File: src/rtl/exe_muldiv_unit.sv
// Iterative 32-bit multiply/divide unit: one shift-add or restoring divide step per cycle.
// Define MULDIV_DIV_EN to include DIV/DIVU; the default build is multiply-only.
module exe_muldiv_unit (
   input  logic        clk,
   input  logic        rst,
   input  logic        start,
   input  logic [1:0]  op,
   input  logic [31:0] Val1,
   input  logic [31:0] Val2,
   input  logic        flush,
   output logic        busy,
   output logic        done,
   output logic        div0,
   output logic [31:0] HI,
   output logic [31:0] LO
);

   typedef enum logic [1:0] {IDLE, RUN, DONE} state_t;

   state_t      state, state_nxt;
   logic [4:0]  cnt;
   logic [31:0] acc_hi, acc_lo, opd;
   logic [31:0] hi_q, lo_q;
   logic        neg_q;
   logic        op_ok, sel_div, accept, last;
   logic        s1, s2;
   logic [31:0] abs1, abs2;
   logic [32:0] sum;
   logic [31:0] st_hi, st_lo;
   logic [63:0] prod;
   logic [31:0] res_hi, res_lo;
   logic        is_div;

`ifdef MULDIV_DIV_EN
   logic        dz_r, neg_r;
   logic [32:0] sh, diff;

   assign op_ok   = 1'b1;
   assign sel_div = op[1];
`else
   assign op_ok   = ~op[1];
   assign sel_div = 1'b0;
   assign is_div  = 1'b0;
`endif

   assign accept = start & ~flush & (state != RUN) & op_ok;
   assign last   = (state == RUN) & (cnt == 5'd0) & ~flush;

   // op[0]=0 selects the signed variants
   assign s1   = ~op[0] & Val1[31];
   assign s2   = ~op[0] & Val2[31];
   assign abs1 = s1 ? 32'd0 - Val1 : Val1;
   assign abs2 = s2 ? 32'd0 - Val2 : Val2;

   always_ff @(posedge clk or negedge rst) begin
      if (!rst) state <= IDLE;
      else      state <= state_nxt;
   end

   always_comb begin
      state_nxt = state;
      unique case (state)
         IDLE:    if (accept) state_nxt = RUN;
         RUN:     if (flush) state_nxt = IDLE;
                  else if (cnt == 5'd0) state_nxt = DONE;
         DONE:    state_nxt = accept ? RUN : IDLE;
         default: state_nxt = IDLE;
      endcase
   end

   always_comb begin
      sum   = {1'b0, acc_hi} + (acc_lo[0] ? {1'b0, opd} : 33'd0);
      st_hi = sum[32:1];
      st_lo = {sum[0], acc_lo[31:1]};
`ifdef MULDIV_DIV_EN
      // remainder stays below the divisor, so bit 32 of diff is the borrow
      sh   = {acc_hi, acc_lo[31]};
      diff = sh - {1'b0, opd};
      if (is_div) begin
         st_hi = diff[32] ? sh[31:0] : diff[31:0];
         st_lo = {acc_lo[30:0], ~diff[32]};
      end
`endif
   end

   always_comb begin
      prod   = neg_q ? 64'd0 - {st_hi, st_lo} : {st_hi, st_lo};
      res_hi = prod[63:32];
      res_lo = prod[31:0];
`ifdef MULDIV_DIV_EN
      if (is_div) begin
         res_hi = neg_r ? 32'd0 - st_hi : st_hi;
         res_lo = dz_r ? 32'hFFFF_FFFF
                : (neg_q ? 32'd0 - st_lo : st_lo);
      end
`endif
   end

   always_ff @(posedge clk or negedge rst) begin
      if (!rst) begin
         cnt    <= 5'd0;
         acc_hi <= 32'd0;
         acc_lo <= 32'd0;
         opd    <= 32'd0;
         neg_q  <= 1'b0;
         hi_q   <= 32'd0;
         lo_q   <= 32'd0;
      end else begin
         if (accept) begin
            cnt    <= 5'd31;
            acc_hi <= 32'd0;
            acc_lo <= sel_div ? abs1 : abs2;
            opd    <= sel_div ? abs2 : abs1;
            neg_q  <= s1 ^ s2;
         end else if (state == RUN) begin
            acc_hi <= st_hi;
            acc_lo <= st_lo;
            if (cnt != 5'd0) cnt <= cnt - 5'd1;
         end
         if (last) begin
            hi_q <= res_hi;
            lo_q <= res_lo;
         end
      end
   end

`ifdef MULDIV_DIV_EN
   always_ff @(posedge clk or negedge rst) begin
      if (!rst) begin
         is_div <= 1'b0;
         dz_r   <= 1'b0;
         neg_r  <= 1'b0;
      end else if (accept) begin
         is_div <= op[1];
         dz_r   <= op[1] & (Val2 == 32'd0);
         neg_r  <= s1;
      end
   end

   assign div0 = done & dz_r;
`else
   assign div0 = 1'b0;
`endif

   assign busy = (state == RUN);
   assign done = (state == DONE);
   assign HI   = hi_q;
   assign LO   = lo_q;

endmodule

File: config.mk
export PLATFORM = sky130hd
export DESIGN_NAME = exe_muldiv_unit
export DESIGN_NICKNAME = d
export VERILOG_FILES = /design/src/rtl/exe_muldiv_unit.sv
export SDC_FILE = /design/constraint.sdc
export NUM_CORES = 1
export LEC_CHECK = 0
export BUFFER_PORTS_ARGS = -buffer_cell sky130_fd_sc_hd__buf_2
export CORE_MARGIN = 2
export CORE_UTILIZATION = 54
export DETAILED_ROUTE_END_ITERATION = 7
export PLACE_DENSITY_LB_ADDON = 0.08
export SETUP_SLACK_MARGIN = 0.02
export SLEW_MARGIN = 20
export SYNTH_ARGS = -nofsm -noshare
export SYNTH_HDL_FRONTEND = slang
export SYNTH_SLANG_ARGS = --single-unit
File: constraint.sdc
create_clock -name clk -period 4.2 [get_ports clk]
set_clock_uncertainty 0.15 [all_clocks]
set_input_delay 0.63 -clock clk [delete_from_list [all_inputs] [get_ports clk]]
set_output_delay 0.63 -clock clk [all_outputs]
set_load 0.01 [all_outputs]
### Word level (Yosys, flattened, before mapping)

Cells that the tools add are included.

* bits in registers: 168
* input bits: 70
* output and inout bits: 67

* $add $sub $neg: 5
* eq/ne operators: 5
* multiplexer cells: 16
* bitwise gates (word level): 11
* reductions and logical operators: 7

Operators with widths (number)
* $mux 32: 7
* $mux 64: 1
* $sub 1x32->32 const A: 2
* $sub 1x64->64 const A: 1
* $add 32x32->33: 1
* $mux 5: 3
* $and 1x1->1: 7
* $mux 2: 3
* $pmux 2 s3: 1
* $logic_not 5->1: 1
* $reduce_bool 5->1: 1
* $sub 5x1->5 const B: 1
* $reduce_and 2->1: 2
* $reduce_bool 2->1: 2
* $ne 3x2->1 const B: 1
* $not 1->1: 3
* $eq 2x1->1 const B: 1
* $eq 2x2->1 const B: 1
* $logic_not 2->1: 1
* $ne 2x1->1 const B: 1
* $ne 2x2->1 const B: 1
* $mux 1: 1
* $xor 1x1->1: 1

### Depth between registers and ports, before layout

Gate-level depths: netlist of run 1.

* word-level depth: 6
* mapped depth: 14
* mapped depth without buffers: 13

### Least setup slack after synthesis of run 1

Ideal clock, no wire load.

* path kind: reg2reg
* start point: reg acc_lo[0]
* end point: reg hi_q[30], in the netlist HI[30]
* arrival time: 3726 ps
* data required time: 3915 ps
* path slack: 190 ps
* cell stages (with the launch flop): 15
* path buffers: 1
* period minus slack after synthesis: 4010 ps
* cell sequence: dfrtp_1 clkbuf_1 and2_1 ha_1 fa_1 a211oi_1 o211ai_1 a21oi_1 o221ai_1 a221oi_1 xor2_1 nand3_1 o41ai_2 xnor2_1 o21ai_0

* word-level cells in the longest chain between the ends: 4

Ends and longest elaborated chain
* from (decl): RTL line 22 `logic [31:0] acc_hi, acc_lo, opd;`
* from (signal assigned): RTL line 112 `acc_lo <= sel_div ? abs1 : abs2;`
* from (signal assigned): RTL line 117 `acc_lo <= st_lo;`
* $mux 32 *: RTL line 72 `sum = {1'b0, acc_hi} + (acc_lo[0] ? {1'b0, opd} : 33'd0);`
* $add 32x32->33 *: RTL line 72
* $sub 1x64->64: RTL line 87 `prod = neg_q ? 64'd0 - {st_hi, st_lo} : {st_hi, st_lo};`
* $mux 64 *: RTL line 87
* to (signal assigned): RTL line 121 `hi_q <= res_hi;`
* to (decl): RTL line 23 `logic [31:0] hi_q, lo_q;`

Mark *: on every way between the ends. The rest lies on a longest branch, timed or not.
A chain may end at the register's enable or synchronous reset.

### Worst setup path in the final report of run 1

* start point: reg acc_lo[0]
* end point: reg hi_q[26], in the netlist HI[26]

The elaborated chain is that of the path after synthesis.

==> results.json, run 1 <==
{
  "grt_pass1_vias": 9418,
  "synth_top_area_share_pct": 37.1,
  "htree_levels": 4,
  "port_buffers": 135,
  "startpoint_type": "flop",
  "die_height_um": 149,
  "final_cells": 1809,
  "final_util_pct": 63.9,
  "dieArea_um2": 22200,
  "num-nets-final": 1629,
  "max_freq_mhz": 248,
  "synth_cell_types": 73,
  "worstSetupPathType": "flop to flop",
  "fin_crit_ns": 4.03,
  "numCtsBuffers": 17,
  "wl_um": 31100,
  "core_area_um2": 20800,
  "drcViolationCount": 0,
  "max_stage_delay_ns": 0.57,
  "clkTransAtPathRegs_ns": 0.07,
  "drv_slew": 0,
  "cts_root_buffer": "clkbuf_16",
  "drive_gt1_share_pct": 18.0,
  "setup_viol": 0,
  "grt_pass1_wl_um": 50100,
  "design_area_um2": 13300,
  "grt_max_degree": 97,
  "place_area_um2": 12500,
  "status": "complete, no violations",
  "io_pins": 137,
  "peakVddDrop_v": 0.000371,
  "numClockSinks": 168,
  "post-dp-hpwl_um": 22900,
  "p_leak_nw": 5.97,
  "wl_met3_um": 2730,
  "worst-endpoint-required_ns": 4.34,
  "tightest_slew_ns": 0.821,
  "clock_latency_ns": 0.44,
  "syn_nets": 1501,
  "reg2reg_from": "acc_lo[0]$_DFFE_PN0P_",
  "antenna_left": 0,
  "timing.rr.end": "HI[26]$_DFFE_PN0P_",
  "gp_congestion": 0.958,
  "synth_common_cells": "nand2_1 (251), dfrtp_1 (168), o21ai_0 (155)",
  "power_mw": 7.14,
  "path_common_cell": "nand4_1",
  "grt_overflow": 0,
  "die_w_um": 149,
  "finalWorstSetupSlack_ns": 0.172,
  "crit_chain": "and2_1 -> ha_2 -> fa_2 -> xnor2_2 -> or4b_4 -> a2111oi_4 -> nand4_1 -> nor4_4 -> nand4_1 -> buf_4 -> o31ai_1 -> xnor2_1 -> o21ai_1",
  "async_reset_ff_share_pct": 100,
  "ys_ff_latch": 168,
  "max-cap-violations": 0,
  "min-delay-path-class": "primary input to asynchronous set/reset pin",
  "max_slew_margin_pct": 45.1,
  "rr_worst_depth": 13,
  "drt-met1-wl_um": 15800,
  "synthFlopType": "dfrtp_1",
  "ys_warn_count": 0,
  "p_per_area_nw_per_um2": 536,
  "endpoint_kind": "flop",
  "nFillCells": 1832,
  "cts_tree": "built",
  "clockBufferDepth": 2,
  "critPathArrivalTime_ns": 4.17,
  "setup_tns_ns": 0,
  "synth_edf_count": 0,
  "syn-cell-area_um2": 11300,
  "met2_length_um": 12200,
  "diodes": 0,
  "grt_usage_pct": 28.3,
  "timing.final.crit_share_pct": 95.9,
  "r2r_setup_slack_ns": 0.17,
  "syn_area_per_cell_um2": 8.14,
  "yosysMostFrequentCell": "nand2_1",
  "dp.cells": 1773,
  "seq_area_frac_synth_pct": 37.1,
  "worst_hold_slack_ns": 0.0742,
  "top_layer": "met4",
  "wl_per_cell_um": 17.2,
  "syn_to_final_growth_pct": 17.4,
  "vias": 10500,
  "postSynthCellCount": 1393,
  "placementRows": 53,
  "antenna_found_initial": 0,
  "pre_cts_ws_ns": 0.0473,
  "first_iter_violations": 817,
  "drt_first_pass_iters": 5,
  "yosysTopAreaCell": "dfrtp_1",
  "post_drt_via_cell_ratio": 5.79,
  "hold_violations": 0,
  "synthTopCellsByArea": "dfrtp_1 (37%), nand2_1 (8.3%), o21ai_0 (6.8%)",
  "start_util_pct": 54.5,
  "crit_fanout": 6,
  "crit_path_top_delay_cell": "or4b_4"
}
state kept, by name, indices dropped and copies added (netlist names):
| name | cells |
|---|---|
| state | 2 |
| acc_hi | 32 |
| LO | 32 |
| HI | 32 |
| cnt | 5 |
| opd | 32 |
| neg_q | 1 |
| acc_lo | 32 |
critical path, delay by kind of cell, from the launching register on:
family | cells | cell delay [ns]
fa+ha+maj | 2 | 0.63
xor+xnor | 2 | 0.42
compound gates | 3 | 0.56
buf+inv | 1 | 0.18
simple gates | 5 | 1.52
flops | 1 | 0.42
logic make-up (layout without fill, tap and decap cells):
group,count (synthesis),after routing,synth area share (%)
other,1,1,0.0331
buffers and inverters,104,245,3.48
DFF,168,168,37.1
xor gates and xnor gates,146,146,11.3
muxes,7,7,0.673
and+or+nand+nor,553,553,22.6
AOI/OAI and AO/OA,376,376,20.6
adders and majority gates,38,38,4.26
per-layer routing:
metal / vias to the layer above / global-route usage [%]
met5: - / 0
met4: 0 / 5.43
met3: 18 / 5.66
met2: 379 / 37.4
met1: 4896 / 47.0
li1: 5174 / -
area by class of cell:
type                            instances  area (µm²)  share of cell area [%]
Clock buffer                           17         425                    3.20
Tap cell                              275         344                    2.59
Timing Repair Buffer                  191        1130                    8.53
Clock inverter                         15         215                    1.62
Inverter                               22        82.6                   0.620
Sequential cell                       168        4210                    31.6
Multi-Input combinational cell       1121        6900                    51.9
cells in the final DEF, fill, tap and decap left out, drive strengths merged, types with 11 or more instances in the layout:
cell / instances
nor4: 16
a211oi: 12
buf: 191
and2: 37
or3: 18
dfrtp: 168
ha: 37
nand3: 53
or4: 11
inv: 26
xor2: 78
a21oi: 67
nand2: 251
nor3: 27
a31oi: 35
o31ai: 29
xnor2: 68
nor2: 98
a21o: 14
o41ai: 12
o21ai: 161
nand4: 14
clkbuf: 17
power by group:
| group | switching (mW) | internal [mW] | total [mW] |
|---|---|---|---|
| clock | 0.772 | 0.966 | 1.74 |
| sequential | 0.375 | 1.95 | 2.32 |
| combinational | 1.83 | 1.25 | 3.08 |
what timing repair did:
action                                  CTS  global route
hold buffers                              0             0
setup buffers                             0             4
resized for setup                         1            32
hold endpoints to repair                  0             0
pin swaps                                 0            10
endpoints found under the setup margin    1            11
how the worst max path moves through the flow:
| stage | from | end | slack [ns] | cells after the start |
|---|---|---|---|---|
| finish | acc_lo[0]$_DFFE_PN0P_ | HI[26]$_DFFE_PN0P_ | 0.17 | 13 |
| global route | acc_lo[0]$_DFFE_PN0P_ | HI[30]$_DFFE_PN0P_ | -0.006 | 12 |
| CTS | acc_lo[0]$_DFFE_PN0P_ | HI[21]$_DFFE_PN0P_ | 0.09 | 14 |
| detailed placement | acc_lo[0]$_DFFE_PN0P_ | HI[31]$_DFFE_PN0P_ | 0.05 | 15 |
| global placement | acc_lo[0]$_DFFE_PN0P_ | HI[24]$_DFFE_PN0P_ | 0.15 | 14 |
| floorplan | acc_lo[0]$_DFFE_PN0P_ | HI[30]$_DFFE_PN0P_ | 0.19 | 14 |
(Power assumes the default switching activity.)
==> run 2, diff against run 1 <==
- CORE_UTILIZATION: 54 -> 55
- CTS_BUF_LIST: not set -> sky130_fd_sc_hd__clkbuf_8
==> run 2 against run 1 <==
  * Global-route usage rose by 0.46 points
  * Non-clock buffer count increased by 1
  * Utilization is 0.65 points higher
==> results.json, run 2 (same netlist as run 1, synthesis figures left out) <==
{
  "clockBufferDepth": 2,
  "final_cells": 1805,
  "final_cell_mix": "nand2_1 (251), dfrtp_1 (167), o21ai_0 (154)",
  "htree_levels": 4,
  "io_pins": 137,
  "worstSetupPathType": "flop to flop",
  "cts_root_buffer": "clkbuf_8",
  "die_height_um": 148,
  "clkTransAtPathRegs_ns": 0.11,
  "cts_hold_buffers": 0,
  "vias": 10400,
  "grt_pass1_wl_um": 50000,
  "endpoint_kind": "flop",
  "min-delay-path-class": "primary input to asynchronous set/reset pin",
  "hold_violations": 0,
  "timing.final.crit_share_pct": 95.5,
  "grt_usage_pct": 28.8,
  "peakVddDrop_v": 0.000255,
  "antenna_left": 0,
  "diodes": 0,
  "dp.cells": 1771,
  "p_per_area_nw_per_um2": 510,
  "first_iter_violations": 872,
  "cts_tree": "built",
  "tightest_slew_ns": 1.10,
  "drive_gt1_share_pct": 17.5,
  "max-cap-violations": 0,
  "start_util_pct": 56.0,
  "grt_overflow": 0,
  "setup_tns_ns": 0,
  "drcViolationCount": 0,
  "num-nets-final": 1630,
  "setup_viol": 0,
  "placementRows": 52,
  "p_leak_nw": 5.91,
  "drv_slew": 0,
  "die_w_um": 148,
  "critPathArrivalTime_ns": 4.22,
  "crit_fanout": 4,
  "clock_latency_ns": 0.48,
  "grt_max_degree": 123,
  "antenna_found_initial": 0,
  "fin_crit_ns": 4.01,
  "core_area_um2": 20200,
  "max_slew_margin_pct": 26.7,
  "startpoint_type": "flop",
  "grt_pass1_vias": 9310,
  "numCtsBuffers": 17,
  "wl_per_cell_um": 16.9,
  "wl_um": 30500,
  "mostFrequentLayoutCell": "nand2_1",
  "status": "complete, no violations",
  "dieArea_um2": 21800,
  "drt_first_pass_iters": 5,
  "gp_congestion": 0.942,
  "post_drt_via_cell_ratio": 5.74,
  "post-dp-hpwl_um": 23000,
  "numClockSinks": 168,
  "port_buffers": 135,
  "max_freq_mhz": 249,
  "worst-endpoint-required_ns": 4.40,
  "syn_to_final_growth_pct": 15.2
}
## run 2: worst paths after layout
path,start,end,slack [ns],depth (start not counted)
setup / recovery,acc_lo[0]$_DFFE_PN0P_,HI[22]$_DFFE_PN0P_,0.19,14
hold / removal,rst,LO[15]$_DFFE_PN0P_,0.02,1
setup reg to reg,acc_lo[0]$_DFFE_PN0P_,HI[22]$_DFFE_PN0P_,0.19,14
hold reg to reg,HI[16]$_DFFE_PN0P_,HI[16]$_DFFE_PN0P_,0.33,2
max in group asynchronous,rst,acc_hi[20]$_DFFE_PN0P_,2.93,2
min in group clk,flush,state[0]$_DFFE_PN0P_,0.20,2
## run 2: layer usage
metal | global-route usage (%) | vias to the layer above | routed length (µm)
met5 | 0 | - | 0
met4 | 6.20 | 0 | 264
met3 | 4.60 | 18 | 2720
met2 | 37.0 | 372 | 11600
met1 | 49.2 | 4793 | 15900
li1 | - | 5186 | -
## run 2: area by class of cell
type,instances,area [µm²]
fillers,1786,7170
repair buffers,192,1130
well taps,270,338
inverters,22,82.6
clock buffers,17,234
multi-input cells,1121,6870
clock inverters,15,204
flip-flops and latches,168,4210
## run 2: timing repair
| item | 4_1_cts | 5_1_grt |
|---|---|---|
| endpoints found under the setup margin | 6 | 14 |
| pin swaps | 0 | 2 |
| buffers inserted | 0 | 1 |
| resized for setup | 2 | 20 |
## run 2: where the power goes
| group | internal (mW) | leakage, nW | switching (mW) | total [mW] |
|---|---|---|---|---|
| Combinational | 1.23 | 3.65 | 1.80 | 3.04 |
| Sequential | 1.94 | 2.05 | 0.392 | 2.34 |
| Clock | 0.565 | 0.213 | 0.729 | 1.29 |
| Total | 3.74 | 5.91 | 2.93 | 6.67 |
## run 2: worst max-delay path, stage by stage, from the launching register on
cell       delay [ns]
dfrtp_1          0.41
and2_1           0.14
ha_1             0.22
fa_1             0.44
buf_4            0.18
a21o_1           0.17
nor4_1           0.23
o211ai_1         0.28
a2111oi_4        0.46
nand4_1          0.26
nor4_4           0.26
nand3_1          0.13
o31ai_2          0.23
xnor2_1          0.09
mux2_2           0.26
## run 2: stage by stage
stage          hold slack [ns]  power (mW)  instance area [µm²]  util (%)  setup WS [ns]
2_1_floorplan            0.184        4.17                11300         -          0.190
3_3_place_gp             0.305        5.20                12500      61.8         -0.131
3_5_place_dp             0.314        5.26                12500      61.8        -0.0438
4_1_cts                 0.0359        6.57                12900      63.9         0.0584
5_1_grt                 0.0821        7.12                13100      64.6        -0.0189
6_report                0.0218        6.67                13100      64.6          0.187
